File: src/rtl/drive_sequencer_if.sv
// Signal bundle between the tracker/sonar front-end and the drive sequencer.
// The master drives the sensor inputs; the slave (the sequencer) drives the wheel pins.
interface drive_sequencer_if;
    logic       start;
    logic [2:0] track_state;
    logic       obstacle;
    logic [1:0] left;
    logic [1:0] right;
    logic [2:0] mode;
    logic [2:0] fsm_state;

    modport master (
        output start, track_state, obstacle,
        input  left, right, mode, fsm_state
    );

    modport slave (
        input  start, track_state, obstacle,
        output left, right, mode, fsm_state
    );
endinterface

File: src/rtl/drive_sequencer.sv
// Drive controller for the line-following car: sequences idle/follow/obstacle/search/halt
// and inserts coast dead-time on every wheel direction reversal.
module drive_sequencer #(
    parameter int CNT_W          = 28,
    parameter int CLEAR_CYCLES   = 5_000_000,
    parameter int LOST_CYCLES    = 2_000_000,
    parameter int SEARCH_TIMEOUT = 200_000_000,
    parameter int DEADTIME       = 100_000
) (
    input  logic             clk,
    input  logic             rst,
    drive_sequencer_if.slave bus
);
    typedef enum logic [2:0] {
        S_IDLE   = 3'd0,
        S_FOLLOW = 3'd1,
        S_OBST   = 3'd2,
        S_SEARCH = 3'd3,
        S_HALT   = 3'd4
    } state_t;

    typedef enum logic {
        TURN_RIGHT = 1'b0,
        TURN_LEFT  = 1'b1
    } turn_t;

    localparam logic [1:0] FWD   = 2'b10;
    localparam logic [1:0] BWD   = 2'b01;
    localparam logic [1:0] COAST = 2'b00;

    localparam logic [CNT_W-1:0] CLEAR_LAST  = CNT_W'(CLEAR_CYCLES - 1);
    localparam logic [CNT_W-1:0] LOST_LAST   = CNT_W'(LOST_CYCLES - 1);
    localparam logic [CNT_W-1:0] SEARCH_LAST = CNT_W'(SEARCH_TIMEOUT - 1);

    localparam int              DT_W    = (DEADTIME > 2) ? $clog2(DEADTIME) : 1;
    localparam logic [DT_W-1:0] DT_LOAD = DT_W'(DEADTIME - 1);

    state_t            state_q, state_d;
    turn_t             turn_q, turn_d;
    logic [CNT_W-1:0]  timer_q, timer_d;
    logic [1:0]        hold_l_q, hold_r_q;
    logic [1:0]        cmd_l, cmd_r;
    logic [2:0]        mode_q, mode_d;
    logic [1:0]        left_q, right_q;
    logic [DT_W-1:0]   dt_l_q, dt_r_q;
    logic              track_valid;

    function automatic logic [CNT_W-1:0] sat_inc(input logic [CNT_W-1:0] v);
        return (v == '1) ? v : v + 1'b1;
    endfunction

    function automatic logic is_reversal(input logic [1:0] cur, input logic [1:0] cmd);
        return ((cur == FWD) && (cmd == BWD)) || ((cur == BWD) && (cmd == FWD));
    endfunction

    assign track_valid = (bus.track_state <= 3'd4);

    always_comb begin
        // NOTE: every signal written here gets a default first, so no path can infer a latch.
        state_d = state_q;
        timer_d = timer_q;
        turn_d  = turn_q;
        cmd_l   = COAST;
        cmd_r   = COAST;
        mode_d  = 3'd0;

        case (state_q)
            S_IDLE, S_HALT: begin
                if (bus.start) begin
                    state_d = S_FOLLOW;
                    timer_d = '0;
                end
            end

            S_FOLLOW: begin
                if (bus.obstacle) begin
                    state_d = S_OBST;
                    timer_d = '0;
                end else if (track_valid) begin
                    timer_d = '0;
                    mode_d  = bus.track_state;
                    case (bus.track_state)
                        3'd1:    begin cmd_l = FWD; cmd_r = BWD; turn_d = TURN_RIGHT; end
                        3'd2:    begin cmd_l = BWD; cmd_r = FWD; turn_d = TURN_LEFT;  end
                        3'd3:    begin cmd_l = FWD; cmd_r = FWD; turn_d = TURN_RIGHT; end
                        3'd4:    begin cmd_l = FWD; cmd_r = FWD; turn_d = TURN_LEFT;  end
                        default: begin cmd_l = FWD; cmd_r = FWD; end
                    endcase
                end else begin
                    // Line momentarily lost: keep driving the last command while counting.
                    cmd_l  = hold_l_q;
                    cmd_r  = hold_r_q;
                    mode_d = mode_q;
                    if (timer_q >= LOST_LAST) begin
                        state_d = S_SEARCH;
                        timer_d = '0;
                    end else begin
                        timer_d = sat_inc(timer_q);
                    end
                end
            end

            S_SEARCH: begin
                if (bus.obstacle) begin
                    state_d = S_OBST;
                    timer_d = '0;
                end else begin
                    cmd_l = (turn_q == TURN_RIGHT) ? FWD : BWD;
                    cmd_r = (turn_q == TURN_RIGHT) ? BWD : FWD;
                    if (track_valid) begin
                        state_d = S_FOLLOW;
                        timer_d = '0;
                    end else if (timer_q >= SEARCH_LAST) begin
                        state_d = S_HALT;
                        timer_d = '0;
                    end else begin
                        timer_d = sat_inc(timer_q);
                    end
                end
            end

            S_OBST: begin
                // Timer counts consecutive obstacle-free cycles only.
                if (bus.obstacle) begin
                    timer_d = '0;
                end else if (timer_q >= CLEAR_LAST) begin
                    state_d = S_FOLLOW;
                    timer_d = '0;
                end else begin
                    timer_d = sat_inc(timer_q);
                end
            end

            default: begin
                state_d = S_IDLE;
                timer_d = '0;
            end
        endcase
    end

    // NOTE: sequential state uses non-blocking assignments so every flop samples pre-edge values.
    always_ff @(posedge clk or posedge rst) begin
        if (rst) begin
            state_q  <= S_IDLE;
            timer_q  <= '0;
            turn_q   <= TURN_RIGHT;
            hold_l_q <= COAST;
            hold_r_q <= COAST;
            mode_q   <= 3'd0;
            left_q   <= COAST;
            right_q  <= COAST;
            dt_l_q   <= '0;
            dt_r_q   <= '0;
        end else begin
            state_q  <= state_d;
            timer_q  <= timer_d;
            turn_q   <= turn_d;
            hold_l_q <= cmd_l;
            hold_r_q <= cmd_r;
            mode_q   <= mode_d;

            // A started dead-time always completes; the wheel then takes whatever is commanded.
            if (dt_l_q != '0) begin
                dt_l_q <= dt_l_q - 1'b1;
            end else if (is_reversal(left_q, cmd_l)) begin
                left_q <= COAST;
                dt_l_q <= DT_LOAD;
            end else begin
                left_q <= cmd_l;
            end

            if (dt_r_q != '0) begin
                dt_r_q <= dt_r_q - 1'b1;
            end else if (is_reversal(right_q, cmd_r)) begin
                right_q <= COAST;
                dt_r_q  <= DT_LOAD;
            end else begin
                right_q <= cmd_r;
            end
        end
    end

    assign bus.left      = left_q;
    assign bus.right     = right_q;
    assign bus.mode      = mode_q;
    assign bus.fsm_state = state_q;
endmodule

File: src/flat_wrapper.sv
// flat-port wrapper written by rule: the top's interface ports become plain ports
module drive_sequencer_flat 
#(
    parameter int CNT_W          = 28,
    parameter int CLEAR_CYCLES   = 5_000_000,
    parameter int LOST_CYCLES    = 2_000_000,
    parameter int SEARCH_TIMEOUT = 200_000_000,
    parameter int DEADTIME       = 100_000
)
  (clk, rst, bus_start, bus_track_state, bus_obstacle, bus_left, bus_right, bus_mode, bus_fsm_state);
  drive_sequencer_if bus_i ();
  input  logic clk;
  input  logic rst;
  input wire logic [$bits(bus_i.start)-1:0] bus_start;
  input wire logic [$bits(bus_i.track_state)-1:0] bus_track_state;
  input wire logic [$bits(bus_i.obstacle)-1:0] bus_obstacle;
  output wire logic [$bits(bus_i.left)-1:0] bus_left;
  output wire logic [$bits(bus_i.right)-1:0] bus_right;
  output wire logic [$bits(bus_i.mode)-1:0] bus_mode;
  output wire logic [$bits(bus_i.fsm_state)-1:0] bus_fsm_state;
  assign bus_i.start = bus_start;
  assign bus_i.track_state = bus_track_state;
  assign bus_i.obstacle = bus_obstacle;
  assign bus_left = bus_i.left;
  assign bus_right = bus_i.right;
  assign bus_mode = bus_i.mode;
  assign bus_fsm_state = bus_i.fsm_state;
  drive_sequencer #(.CNT_W(CNT_W), .CLEAR_CYCLES(CLEAR_CYCLES), .LOST_CYCLES(LOST_CYCLES), .SEARCH_TIMEOUT(SEARCH_TIMEOUT), .DEADTIME(DEADTIME)) u_core (.clk(clk), .rst(rst), .bus(bus_i));
endmodule
File: config.mk
export PLATFORM = sky130hd
export DESIGN_NAME = drive_sequencer_flat
export DESIGN_NICKNAME = d
export VERILOG_FILES = /design/src/rtl/drive_sequencer_if.sv /design/src/rtl/drive_sequencer.sv /design/src/flat_wrapper.sv
export SDC_FILE = /design/constraint.sdc
export NUM_CORES = 1
export LEC_CHECK = 0
export ABC_AREA = 0
export BUFFER_PORTS_ARGS = -buffer_cell sky130_fd_sc_hd__buf_4
export CAP_MARGIN = 0
export CORE_UTILIZATION = 45
export DETAILED_ROUTE_END_ITERATION = 6
export PLACE_DENSITY_LB_ADDON = 0.1
export SETUP_SLACK_MARGIN = 0.05
export SYNTH_ARGS = -nofsm -noshare
export SYNTH_HDL_FRONTEND = slang
export SYNTH_SLANG_ARGS = --single-unit
File: constraint.sdc
create_clock -name clk -period 7.7 [get_ports clk]
set_input_delay 1.54 -clock clk [delete_from_list [all_inputs] [get_ports clk]]
set_output_delay 1.54 -clock clk [all_outputs]
set_load 0.02 [all_outputs]
==> flow_summary.yaml <==
run_status:
  status: "finished, final reports clean"
power:
  ir_drop_mv: 0.136
  powerDensity_nw_per_um2: 202
  p_leak_nw: 1.96
yosys:
  ys_async_sr_fraction_pct: 100
  syn-instance-count: 508
  yosysWarnings: 0
  synth_fp_nets: 518
  synth_seq_cells: 77
  synth.distinct_cells: 65
  ys_seq_area_share_pct: 42.7
  netlist_area_um2: 4520
  synth_edf_count: 0
  syn_avg_cell_area_um2: 8.89
  synth_ff_type: "dfrtp_1"
cts:
  clk_pin_slew_ns: 0.08
  cts_root_buf: "clkbuf_8"
  cts_hold_buf: 0
  numClockSinks: 77
  ctsHtreeMaxLevel: 3
  postCtsSetupBuffers: 0
  clock_path_buffers: 2
  cts_tree: "done"
  clock_latency_ns: 0.35
  cts_resized: 0
  numCtsBuffers: 9
global_route:
  top_usage_layer: "met2"
  grt_first_pass_wirelength_um: 17700
  use_met3_pct: 3.08
  grt_max_degree: 78
  grt_util_all_layers_pct: 21.8
  antenna_found_initial: 0
  grt_use_met1_pct: 32.1
  grt_pass1_vias: 3578
  overflow: 0
  met2_usage_pct: 32.2
floorplanning:
  die_area_um2: 10400
  start_util_pct: 46.4
  rows: 36
  die_x_um: 102
  core_um2: 9730
  io_pins: 17
  die_y_um: 102
min_path:
  hold_start: "u_core.dt_l_q[4]"
  hold_class: "reg2reg"
  whs_path_depth: 1
finish:
  final_util_pct: 51.1
  mostFrequentLayoutCell: "dfrtp_1"
  fillers: 942
  final_cell_mix: "dfrtp_1, nand2_1, nor2_1, nor3_1, o21ai_0"
  diodes: 0
  syn_to_final_growth_pct: 10.1
  layout-drive-gt1-share_pct: 10.6
  nNetsFinal: 522
drt:
  dr.first_iter.drc_count: 272
  vias_per_cell: 5.95
  drc_errors: 0
  wire_per_inst_um: 15.9
  drt_wl_total_um: 10300
  ant_nets: 0
  dr.pass1.iters: 5
  num_vias: 3870
sta:
  rsz0062_at_grt: "false"
  finClkSkew_ns: 0.00588
  timing.fmax_ghz: 0.272
  setup-tns-final_ns: 0
  finalHoldViolCount: 0
  tightest_slew_ns: 1.10
  setup_violations: 0
  period_share_pct: 47.7
  drv_slew: 0
  relSlewSlack_pct: 25.8
  fin_crit_ns: 3.67
placed_design:
  place.gp.congestion: 0.914
  io_buffer_count: 16
  hpwl_um: 7180
setup_path:
  rr_worst_depth: 8
  worst_setup_path_start_kind: "primary input"
  critical_path_arrival_ns: 3.93
  critical_path_required_ns: 7.95
  r2r_start: "u_core.timer_q[0]"
  crit_start: "bus_obstacle"
  endpoint_kind: "register"
  critPathKind: "in2reg"
  path_max_fanout: 8
flow_run:
  drv_cap: 0
## cells in the mapped netlist (12+ instances only)
library cell,count,area share (%)
dfrtp_1,77,43
nand2_1,50,4.2
nor2_1,36,3.0
nor3_1,36,4.0
o21ai_0,32,3.5
a21oi_1,22,2.4
clkbuf_1,19,1.6
nor4_1,18,2.5
nand3_1,17,1.9
inv_1,16,1.3
nand4_1,16,2.2
nand2b_1,12,1.7
xor2_1,12,2.3
## state kept, by name, indices dropped and copies added (netlist names)
| signal | count |
|---|---|
| u_core.bus.fsm_state | 3 |
| u_core.bus.left | 2 |
| u_core.bus.mode | 3 |
| u_core.bus.right | 2 |
| u_core.dt_l_q | 17 |
| u_core.dt_r_q | 17 |
| u_core.hold_l_q | 2 |
| u_core.hold_r_q | 2 |
| u_core.timer_q | 28 |
| u_core.turn_q | 1 |
## path summary, 6_finish.rpt
kind | slack [ns] | endpoint
worst min-delay path | 0.51 | u_core.dt_l_q[4]
min in group asynchronous | 1.49 | u_core.timer_q[1]
worst max register to register | 4.12 | u_core.timer_q[4]
max in group asynchronous | 5.56 | u_core.hold_l_q[1]
worst max-delay path | 4.03 | u_core.dt_l_q[15]
worst min register to register | 0.51 | u_core.dt_l_q[4]
## metrics by stage
stage / instances / cell area, um^2 / worst slack (ns) / hold WS (ns) / power (mW)
6_report: 650 / 4970 / 4.03 / 0.506 / 1.00
5_1_grt: 650 / 4970 / 3.67 / 0.528 / 1.06
4_1_cts: 650 / 4970 / 4.03 / 0.512 / 1.02
2_1_floorplan: 508 / 4520 / 4.19 / 0.459 / 0.604
3_5_place_dp: 634 / 4750 / 3.67 / 0.499 / 0.667
3_3_place_gp: 634 / 4750 / 3.74 / 0.479 / 0.664
## cell families (layout without fill, tap and decap cells)
logic type | Yosys count | in the layout | synth area share, %
adders and majority gates | 3 | 3 | 0.831
muxes | 11 | 11 | 2.47
and+or+nand+nor | 244 | 244 | 30.0
buffers and inverters | 46 | 55 | 4.10
DFF | 77 | 77 | 42.7
xor gates and xnor gates | 19 | 19 | 3.68
AOI/OAI and AO/OA | 108 | 108 | 16.2
## layout make-up
class,instances,area [um^2],share of cell area (%)
Clock buffer,12,155,3.12
Clock inverter,4,70.1,1.41
Multi-Input combinational cell,385,2420,48.7
Sequential cell,77,1930,38.7
Inverter,16,61.3,1.23
Timing Repair Buffer,23,173,3.47
Tap cell,133,166,3.35
## power breakdown
part / leakage (nW) / switching [mW] / internal, mW
logic: 0.905 / 0.133 / 0.0724
registers: 0.939 / 0.0282 / 0.423
clock network: 0.116 / 0.148 / 0.199
## per-layer routing
layer / vias to the layer above / share of wire (%)
met5: - / 0
met4: 0 / 2.0
met3: 15 / 4.9
met2: 99 / 44
met1: 1853 / 49
li1: 1903 / -
## worst max-delay path, cell delays in order
cell and delay (ns):
buf_4 0.14, nor4b_1 0.68, a32oi_1 0.31, o32ai_1 0.78, nor2_1 0.20, o31ai_1 0.27
Power figures use the tool's default switching activity.
